`src/rtl/mem_stage_lsu_pkg.sv`:
```
// mem_stage_lsu_pkg: shared types and constants for the MEM-stage load/store unit
package mem_stage_lsu_pkg;
    localparam int DATA_WIDTH = 32;
    localparam int ADDR_WIDTH = 32;
    localparam logic [2:0] F3_LB = 3'b000;
    localparam logic [2:0] F3_LH = 3'b001;
    localparam logic [2:0] F3_LW = 3'b010;
    localparam logic [2:0] F3_LBU = 3'b100;
    localparam logic [2:0] F3_LHU = 3'b101;
    typedef enum logic [1:0] {LSU_IDLE, LSU_REQ, LSU_WAIT_R} lsu_state_e;
    typedef enum logic [1:0] {SZ_B, SZ_H, SZ_W} lsu_size_e;
    typedef struct packed {
        logic [31:0] instruction;
        logic [31:0] pc_plus4;
        logic [4:0] rd_addr;
        logic [DATA_WIDTH-1:0] rd_data2;
        logic [DATA_WIDTH-1:0] alu_result;
        logic RegWrite;
        logic MemWrite;
        logic MemRead;
        logic [1:0] WBSel;
    } ex_mem_data_t;
    typedef struct packed {
        logic [31:0] instruction;
        logic [31:0] pc_plus4;
        logic [4:0] rd_addr;
        logic [DATA_WIDTH-1:0] alu_result;
        logic [DATA_WIDTH-1:0] mem_rdata;
        logic RegWrite;
        logic [1:0] WBSel;
    } mem_wb_data_t;
    // unknown funct3 encodings fall back to a word access
    function automatic lsu_size_e f3_size(input logic [2:0] f3);
        return (f3 == F3_LB || f3 == F3_LBU) ? SZ_B : (f3 == F3_LH || f3 == F3_LHU) ? SZ_H : SZ_W;
    endfunction
endpackage

```
`src/rtl/mem_stage_lsu_if.sv`:
```
// mem_stage_lsu_if: valid/ready data-memory port between the LSU and memory
interface mem_stage_lsu_if;
    import mem_stage_lsu_pkg::*;
    logic req;
    logic we;
    logic [ADDR_WIDTH-1:0] addr;
    logic [DATA_WIDTH-1:0] wdata;
    logic [3:0] be;
    logic gnt;
    logic rvalid;
    logic [DATA_WIDTH-1:0] rdata;
    modport master(output req, we, addr, wdata, be, input gnt, rvalid, rdata);
    modport slave(input req, we, addr, wdata, be, output gnt, rvalid, rdata);
endinterface

```
`src/rtl/mem_stage_lsu_align.sv`:
```
// mem_stage_lsu_align: byte-lane steering for stores, load extraction/extension, misalignment detection
module mem_stage_lsu_align
    import mem_stage_lsu_pkg::*;
(
    input  lsu_size_e             size_i,
    input  logic                  zext_i,
    input  logic [1:0]            addr_lo_i,
    input  logic [DATA_WIDTH-1:0] rd_data2_i,
    input  logic [DATA_WIDTH-1:0] rdata_i,
    output logic [3:0]            be_o,
    output logic [DATA_WIDTH-1:0] wdata_o,
    output logic [DATA_WIDTH-1:0] load_o,
    output logic                  misaligned_o
);
    logic [DATA_WIDTH-1:0] lane;
    assign lane = rdata_i >> {addr_lo_i, 3'b000};
    // halfwords need even addresses, words need 4-byte alignment
    always_comb begin
        misaligned_o = (size_i == SZ_H && addr_lo_i[0]) || (size_i == SZ_W && addr_lo_i != 2'b00);
        be_o = size_i == SZ_B ? 4'b0001 << addr_lo_i : size_i == SZ_H ? 4'b0011 << {addr_lo_i[1], 1'b0} : 4'b1111;
        wdata_o = size_i == SZ_B ? {4{rd_data2_i[7:0]}} : size_i == SZ_H ? {2{rd_data2_i[15:0]}} : rd_data2_i;
        load_o = size_i == SZ_B ? {{(DATA_WIDTH-8){~zext_i & lane[7]}}, lane[7:0]} :
                 size_i == SZ_H ? {{(DATA_WIDTH-16){~zext_i & lane[15]}}, lane[15:0]} : rdata_i;
    end
endmodule

```
`src/rtl/mem_stage_lsu.sv`:
```
// mem_stage_lsu: MEM stage, runs loads/stores on the data port, stalls upstream, owns the MEM/WB register
module mem_stage_lsu
    import mem_stage_lsu_pkg::*;
(
    input  logic                   clk,
    input  logic                   rst,
    input  logic                   ex_valid_i,
    input  ex_mem_data_t           ex_data_i,
    output logic                   mem_stall_o,
    mem_stage_lsu_if.master        dmem,
    output logic                   misaligned_o,
    output logic                   wb_valid_o,
    output mem_wb_data_t           wb_data_o
);
    lsu_state_e state_q, state_d;
    logic wb_valid_q;
    mem_wb_data_t wb_q, wb_d;
    logic mem_op, is_load, mis, req, complete;
    logic [3:0] be;
    logic [DATA_WIDTH-1:0] wdata, load_data;

    mem_stage_lsu_align u_align (
        .size_i(f3_size(ex_data_i.instruction[14:12])),
        .zext_i(ex_data_i.instruction[14]),
        .addr_lo_i(ex_data_i.alu_result[1:0]),
        .rd_data2_i(ex_data_i.rd_data2),
        .rdata_i(dmem.rdata),
        .be_o(be),
        .wdata_o(wdata),
        .load_o(load_data),
        .misaligned_o(mis)
    );

    // the EX/MEM register is frozen while stalled, so gating by req keeps the port stable through REQ
    assign dmem.req = req;
    assign dmem.we = req & ~is_load;
    assign dmem.addr = req ? {ex_data_i.alu_result[ADDR_WIDTH-1:2], 2'b00} : '0;
    assign dmem.wdata = req ? wdata : '0;
    assign dmem.be = req ? be : 4'b0000;
    assign wb_valid_o = wb_valid_q;
    assign wb_data_o = wb_q;

    // request/completion/next-state logic; a misaligned op completes in IDLE without touching memory
    always_comb begin
        mem_op = ex_valid_i & (ex_data_i.MemRead | ex_data_i.MemWrite);
        is_load = ex_data_i.MemRead;
        req = state_q == LSU_REQ || (state_q == LSU_IDLE && mem_op && !mis);
        complete = state_q == LSU_WAIT_R ? dmem.rvalid :
                   state_q == LSU_REQ ? dmem.gnt & ~is_load : mis | (dmem.gnt & ~is_load);
        mem_stall_o = mem_op & ~complete;
        misaligned_o = state_q == LSU_IDLE && mem_op && mis;
        state_d = state_q == LSU_WAIT_R ? (dmem.rvalid ? LSU_IDLE : LSU_WAIT_R) :
                  !req ? LSU_IDLE :
                  !dmem.gnt ? LSU_REQ :
                  is_load ? LSU_WAIT_R : LSU_IDLE;
    end

    // next MEM/WB contents; a dropped misaligned op retires with its register write suppressed
    always_comb begin
        wb_d.instruction = ex_data_i.instruction;
        wb_d.pc_plus4 = ex_data_i.pc_plus4;
        wb_d.rd_addr = ex_data_i.rd_addr;
        wb_d.alu_result = ex_data_i.alu_result;
        wb_d.WBSel = ex_data_i.WBSel;
        wb_d.RegWrite = ex_valid_i & ex_data_i.RegWrite & ~(mem_op & mis);
        wb_d.mem_rdata = (mem_op && is_load && !mis) ? load_data : '0;
    end

    // FSM state and MEM/WB register; the register advances on the edge the stall drops
    always_ff @(posedge clk) begin
        if (rst) begin
            state_q <= LSU_IDLE;
            wb_valid_q <= 1'b0;
            wb_q <= '0;
        end else begin
            state_q <= state_d;
            if (!mem_stall_o) begin
                wb_valid_q <= ex_valid_i;
                wb_q <= wb_d;
            end
        end
    end
endmodule

```
`src/flat_wrapper.sv`:
```
// flat-port wrapper written by rule: the top's interface ports become plain ports
module mem_stage_lsu_flat import mem_stage_lsu_pkg::*;
  (clk, rst, ex_valid_i, ex_data_i, mem_stall_o, misaligned_o, wb_valid_o, wb_data_o, dmem_req, dmem_we, dmem_addr, dmem_wdata, dmem_be, dmem_gnt, dmem_rvalid, dmem_rdata);
  mem_stage_lsu_if dmem_i ();
  input  logic clk;
  input  logic rst;
  input  logic ex_valid_i;
  input  ex_mem_data_t ex_data_i;
  output logic mem_stall_o;
  output logic misaligned_o;
  output logic wb_valid_o;
  output mem_wb_data_t wb_data_o;
  output wire logic [$bits(dmem_i.req)-1:0] dmem_req;
  output wire logic [$bits(dmem_i.we)-1:0] dmem_we;
  output wire logic [$bits(dmem_i.addr)-1:0] dmem_addr;
  output wire logic [$bits(dmem_i.wdata)-1:0] dmem_wdata;
  output wire logic [$bits(dmem_i.be)-1:0] dmem_be;
  input wire logic [$bits(dmem_i.gnt)-1:0] dmem_gnt;
  input wire logic [$bits(dmem_i.rvalid)-1:0] dmem_rvalid;
  input wire logic [$bits(dmem_i.rdata)-1:0] dmem_rdata;
  assign dmem_req = dmem_i.req;
  assign dmem_we = dmem_i.we;
  assign dmem_addr = dmem_i.addr;
  assign dmem_wdata = dmem_i.wdata;
  assign dmem_be = dmem_i.be;
  assign dmem_i.gnt = dmem_gnt;
  assign dmem_i.rvalid = dmem_rvalid;
  assign dmem_i.rdata = dmem_rdata;
  mem_stage_lsu u_core (.clk(clk), .rst(rst), .ex_valid_i(ex_valid_i), .ex_data_i(ex_data_i), .mem_stall_o(mem_stall_o), .dmem(dmem_i), .misaligned_o(misaligned_o), .wb_valid_o(wb_valid_o), .wb_data_o(wb_data_o));
endmodule
```
`config.mk`:
```
export PLATFORM = sky130hd
export DESIGN_NAME = mem_stage_lsu_flat
export DESIGN_NICKNAME = d
export VERILOG_FILES = /design/src/rtl/mem_stage_lsu_pkg.sv /design/src/rtl/mem_stage_lsu_if.sv /design/src/rtl/mem_stage_lsu_align.sv /design/src/rtl/mem_stage_lsu.sv /design/src/flat_wrapper.sv
export SDC_FILE = /design/constraint.sdc
export NUM_CORES = 1
export LEC_CHECK = 0
export CAP_MARGIN = 10
export CORE_AREA = 2 2 149 151
export CTS_CLUSTER_DIAMETER = 120
export DETAILED_ROUTE_END_ITERATION = 8
export DIE_AREA = 0 0 151 153
export GPL_ROUTABILITY_DRIVEN = 0
export GPL_TIMING_DRIVEN = 0
export PLACE_DENSITY_LB_ADDON = 0.25
export SYNTH_ARGS = -nofsm -noshare
export SYNTH_HDL_FRONTEND = slang
export SYNTH_SLANG_ARGS = --single-unit
```
`constraint.sdc`:
```
create_clock -name clk -period 1.8 [get_ports clk]
set_input_delay 0.18 -clock clk [delete_from_list [all_inputs] [get_ports clk]]
set_output_delay 0.18 -clock clk [all_outputs]
set_load 0.005 [all_outputs]
```
==> flow_results.org <==
** Critical path
- STA classifies the critical path endpoint as an output pin.
- End of the worst register-to-register path :: u_core.wb_data_o[29]
- The startpoint identified for the worst register-to-register timing path is u_core.state_q[0].
- At the worst endpoint, the arrival time is 1.80 ns.
- Launching element type of the critical path :: flop
- Reg2Reg Depth :: 10
- Reg-to-reg slack, setup :: -0.10 ns
- Max FO, Critical Path :: 5
- Required time of the worst setup path :: 1.62 ns
- The critical path is of the reg2out type.

** Power
- Worst IR drop on VDD :: 0.671 mV
- For this design the static power due to leakage is 5.22 nW.
- In this run the power density over the cells is 743 nW/um^2.

** Logic synthesis
- Of all flip-flops after synthesis, the portion carrying an async set or reset was 0%.
- The synthesized design contains 139 register bits.
- Yosys warns :: 0
- Synthesized netlist cell count :: 849
- Number of synthesized flops with an enable pin :: 0
- Sequential fraction of the synthesis area :: 43.6%
- Mean Syn Cell Area :: 7.52 um^2
- Main flop type after synthesis :: dfxtp_1
- Synth cell count leaders :: nand2_1 (242), a21oi_1 (145), dfxtp_1 (139)
- Yosys instantiated no cell more often than nand2_1.
- Summed instance area of the synthesized netlist :: 6390 um^2
- Fraction of synthesized cell area taken by the top area cell type :: 43.6%
- Of all cell types, the one taking the most synthesized area is dfxtp_1.
- Number of different library cells in the post-synthesis netlist :: 47
- Cell types occupying the most area after synthesis :: dfxtp_1 (44%), nand2_1 (14%), a21oi_1 (11%), and2_1 (3.8%), mux2i_1 (3.8%)

** Die
- Once the floorplan was initialized, standard cells occupied 29.7% of the core.
- Die height :: 153 um
- DIE AREA :: 23100 um^2
- The total area inside the core boundary comes to 21500 um^2.
- 384 I/O pins were placed.
- Row generation in the floorplan step produced 54 rows.
- Die W :: 151 um

** Cells and area
- In the final layout, the share of cells above drive strength 1 is 30.6%.
- Summing all flip-flop and latch instances after layout gives 2790 um^2.
- The net count of the finished layout is 1472.
- Number of fill cells in the layout :: 1975
- From synthesis to final layout, the design area changed by 99.6%.
- Area used by multi-input combinational logic :: 3940 um^2

** Clock network
- CTS Buf Count :: 17
- Hold-fix buffer count after cts :: 0
- TritonCTS built the clock tree.
- For this design, the sink count on the clock tree is 139.
- The root buffer cell chosen for the clock tree is clkbuf_16.
- Clock-pin slew was measured on the worst setup and hold paths at 0.07 ns.
- Count of H-tree levels built during CTS :: 4
- No sink is reached through more buffers than the 2 on the longest clock path.
- At the later pin of the worst-skew pair, clock insertion delay measures 0.42 ns.

** Route
- The count of nets left with antenna violations once routing finished came out at 0.
- The routed design has 29000 um of wire.
- For this block, the via count after detailed routing is 7788.
- After detailed routing, the number of vias per cell comes to 4.90.
- DRC viols :: 0
- Detailed Route Iter0 Violations :: 378
- Dividing the detail-routed wire length by the instance count gives 18.2 um.
- For this run, the detailed router's first-pass iteration total came to 5.

** Min path
- Number of cells traversed by the worst hold path :: 3
- Worst Hold Endpoint :: u_core.wb_data_o[2]
- The startpoint identified for the worst hold timing path is ex_valid_i.
- Worst min path class :: in2reg

** Placement
- Pre-CTS setup slack :: -1.30 ns
- # port buffers :: 376
- Summed over all nets, the half-perimeter wirelength after detailed placement is 20600 um.

** STA
- For this run, the top clock speed supported by timing is 0.505 GHz.
- Worst Setup Slack, final :: -0.181 ns
- Subtracting the final worst setup slack from the clock period gives 1.98 ns.
- Final hold slack :: 0.0768 ns
- Slew of the pin with the lowest slew margin :: 0.730 ns
- Final Max Tran Viols :: 0
- The final-report hold violation count came to 0.
- Worst Skew :: 0.00966 ns
- The worst path uses 110% of the clock period.
- RSZ-0062 raised after global routing :: yes
- Setup violations remaining at the end of the flow were counted as 158.
- Max-slew headroom :: 51.2%

** Global routing
- After global routing, the most crowded layer is met2.
- Global routing used 28.8% of the available met1 tracks.
- For this run, the total global-route usage over all layers was measured as 23.6%.
- The number of global-route vias before repair was 7515.
- For this run, global-route usage on met2 was measured as 40.4%.
- Gr ovfl total :: 0
- Number of antenna violations at the first check in global routing :: 1
- The first global-routing pass estimated 42400 um of wire.
- For this run, global-route usage on met3 was measured as 6.21%.
- Entering global routing, the biggest net connects 17 pins.

** Outcome
- Run status :: finished, violations left
- Failing checks :: negative setup slack

** Run
- # Max-Cap Violations :: 0
metrics by stage:
| step | cells | util [%] | area (um^2) | TNS (ns) | power, W |
|---|---|---|---|---|---|
| 2_1_floorplan | 850 | - | 6390 | 0 | 0.00410 |
| 3_3_place_gp | 1506 | 48.9 | 10500 | -147.02 | 0.00528 |
| 3_5_place_dp | 1506 | 48.9 | 10500 | -154.98 | 0.00530 |
| 4_1_cts | 1573 | 54.8 | 11800 | -8.47 | 0.00920 |
| 5_1_grt | 1590 | 59.3 | 12700 | -20.22 | 0.00987 |
| 6_report | 1591 | 59.3 | 12700 | -9.98 | 0.00947 |
where the power goes:
group,switching (W),total (W),internal (W)
clock,0.00155,0.00366,0.00211
sequential,0.0000951,0.00336,0.00326
combinational,0.00105,0.00246,0.00141
total,0.00269,0.00947,0.00678
layout make-up:
cell class | instances | area share [%]
timing repair buffer | 429 | 34.4
clock inverter | 14 | 1.40
buffer | 67 | 4.72
clock buffer | 18 | 3.37
inverter | 17 | 0.579
antenna | 1 | 0.0196
tap | 280 | 2.75
multi-input combinational | 626 | 30.9
sequential | 139 | 21.8
routing by layer:
metal / vias to the layer above / part of all wire, %
met1: 3674 / 40
li1: 3746 / -
met5: - / 0
met4: 0 / 2.7
met2: 324 / 50
met3: 44 / 7.7
cells by family (layout without fill, tap and decap cells):
logic type	count (synthesis)	after routing	synth area share, %
simple gates	385	385	26.8
flops	139	139	43.6
compound gates	215	215	20.2
other cells	1	3	0.0587
mux	24	24	3.76
buf+inv	85	545	5.64
worst max-delay path: stages, from the launching register on:
cell and delay (ns):
dfxtp_2 0.34, a31oi_4 0.16, or2_4 0.20, inv_8 0.05, buf_8 0.12, buf_8 0.13
buf_6 0.13, and2_1 0.14, buf_2 0.12
how the worst max path moves through the flow:
stage / from / to / slack (ns) / cells past startpoint
3_5_place_dp: ex_data_i[6] / dmem_addr[12] / -1.30 / 9
3_3_place_gp: ex_data_i[6] / dmem_addr[12] / -1.30 / 9
5_1_grt: u_core.state_q[0] / dmem_wdata[3] / -0.24 / 8
4_1_cts: u_core.state_q[0] / dmem_wdata[3] / -0.18 / 8
2_1_floorplan: ex_data_i[5] / dmem_addr[12] / 0.15 / 8
6_report: u_core.state_q[0] / dmem_wdata[3] / -0.18 / 8
state kept, by name, indices dropped and copies added (netlist names):
name               flops
u_core.wb_data_o     136
u_core.state_q         2
u_core.wb_valid_o      1
placed cells by master (no fill, tap or decap), types with 3 or more instances in the layout:
master	Yosys	final
a21oi_1	145	92
a21oi_2	1	52
a22o_1	16	16
and2_1	39	10
and2_4	0	29
buf_12	0	7
buf_2	27	47
buf_4	2	21
buf_6	0	55
buf_8	0	20
clkbuf_1	33	16
clkbuf_16	0	30
clkbuf_2	0	7
clkbuf_4	0	3
clkdlybuf4s50_1	0	303
clkinvlp_4	0	3
dfxtp_1	139	137
inv_1	14	14
inv_6	0	4
inv_8	0	5
mux2i_1	24	24
nand2_1	242	174
nand2_2	1	65
nand2_4	0	4
nand2b_1	19	18
nand3b_1	15	15
nor2_1	47	28
nor2_2	2	5
nor2_4	0	16
nor2b_1	7	6
o211ai_1	5	5
o21ai_0	7	5
o21ai_1	4	5
o221ai_1	8	8
o22ai_1	5	5
o31ai_1	10	4
o31ai_2	0	6
repair_timing:
action	CTS	global route
pin swaps	42	18
setup buffers	28	11
setup endpoints to repair	201	205
gates resized for setup	458	224
cloned	7	12
No activity file was read; power rests on OpenSTA's default activity.
==> edit, RTL diff (config.mk and constraints unchanged) <==
Make the reset (`rst`) asynchronous in one clocked block.
--- a/src/rtl/mem_stage_lsu.sv
+++ b/src/rtl/mem_stage_lsu.sv
@@ -68,5 +68,5 @@
 
     // FSM state and MEM/WB register; the register advances on the edge the stall drops
-    always_ff @(posedge clk) begin
+    always_ff @(posedge clk or posedge rst) begin
         if (rst) begin
             state_q <= LSU_IDLE;
Formal check against the unedited RTL: differs if rst is asserted again (counterexample within 4 cycles, from zero or initial values and one cycle with rst high); with rst held inactive, the same outputs for 4 cycles.
==> edit against the original RTL <==
  * The flow still finishes with violations (negative setup slack)
  * Sequential cell count unchanged
  * Final area increased by 0.47%
  * Fmax decreased by 2.8%
  * Combinational power increased by 27%
  * Setup slack got worse by 0.056 ns
  * Wire length decreased by 8.5%
  * Sequential power increased by 6.5%
  * Hold slack improved by 0.046 ns
  * Area after synthesis increased by 12%
  * Power increased by 8.2%
  * Clock skew decreased by 0.0011 ns
  * Count of clock-buffer cells in the layout decreased by 1
  * Largest power group is now sequential cells
  * Highest routed layer unchanged
==> edit: results (changes against the original RTL) <==
Status
  – Status: complete, but fails checks
  – Failing checks: negative setup slack

STA
  – Final Skew: 0.008539 ns (-0.001122 ns)
  – # setup viols final: 148 (-6.3%)
  – Final worst slack: -0.2370 ns (-0.05646 ns)

Drt
  – Via Count: 6498 (-17%)
  – Met2 WL post-DR: 13250 microns (-8.6%)
  – Wl on met1: 10310 microns (-10%)

Global route
  – Vias in the first global route: 6915 (-8.0%)
  – M2 GR Usage: 39.22% (-1.2 points)
  – Global-route wire length before repair: 39880 microns (-5.9%)
  – Total routing usage reported by global routing: 22.78% (-0.85 points)
  – Initial antenna violation count: 0 (-1)
  – Met3 usage: 6.985% (+0.78 points)

Min path
  – Hold WC Path Type: input pin to asynchronous set/reset pin

Logic synthesis
  – Most frequent cells after synthesis: 139 x dfrtp_1, 75 x mux2_4, 40 x a21oi_1
  – Asr flop ratio synth: 100.0% (+100 points)
  – Syn_area_per_cell: 12.12 sq um (+61%)
  – Post-synthesis cell type count: 40 (-15%)
  – Top-count cell post-synth: dfrtp_1
  – Post-synthesis sequential area ratio: 48.79% (+5.2 points)

Layout
  – Non-clock buffers: 482 (-2.8%)
  – Antenna Cells: 0 (-1)
  – Layout fillers: 1791 (-9.3%)
  – Logic inverters: 30 (+13)
  – Final non-filler cell total: 1336 (-16%)
  – Share of layout cells above drive strength 1: 31.82% (+1.2 points)
  – Multi-input combinational cell count: 373 (-40%)
  – Reg area: 3480 sq um (+25%)
  – Clk tree area frac: 4.680% (-0.091 points)
  – Seq_cells: 139 (unchanged)

Critical path
  – Crit path to: dmem_wdata[6]
  – Worst r2r dst: u_core.wb_data_o[69]
  – Worst r2r path cells: 7 (-3)
  – Critical Path Start: u_core.state_q[0]

Place
  – Hpwl dp: 19510 microns (-5.2%)
  – Port Buf Inserts: 380 (+1.1%)
  – Dpl ws: -0.9197 ns (+0.3806 ns)
  – Placed instance area: 11370 sq um (+8.2%)

Pwr
  – Power per cell area: 800.3 nW/um^2 (+7.7%)
  – P_leak: 0.005647 uW (+8.2%)
## edit: cell types whose count changed in the layout (fill, tap and decap cells not counted), sizes merged, moves of 24 or more
cell / unedited run / this run
o2bb2ai: 0 / 24
a21oi: 146 / 40
dfxtp: 139 / 0
dfrtp: 0 / 139
nand2: 243 / 19
mux2: 0 / 104
## edit: logic make-up after synthesis
group	Yosys count	share of synthesized area [%]
multiplexers	138	25.15
AO/OA/AOI/OAI	109	11.34
flip-flops	139	48.79
AND/OR/NAND/NOR	124	8.951
buffers and inverters	77	5.721
other	1	0.05260
## edit: timing repair
| item | CTS | global route |
|---|---|---|
| setup endpoints to repair | 202 | 206 |
| gates cloned | 9 | 0 |
| pin swaps | 40 | 7 |
| buffers inserted | 42 | 8 |
| resized for setup | 404 | 66 |
## edit: critical path, stage by stage, from the launching register on
cell and delay (ns):
dfrtp_2 0.46, buf_6 0.14, o21ai_4 0.13, buf_12 0.15
inv_12 0.05, buf_6 0.12, buf_8 0.12, and2_4 0.16
buf_6 0.11
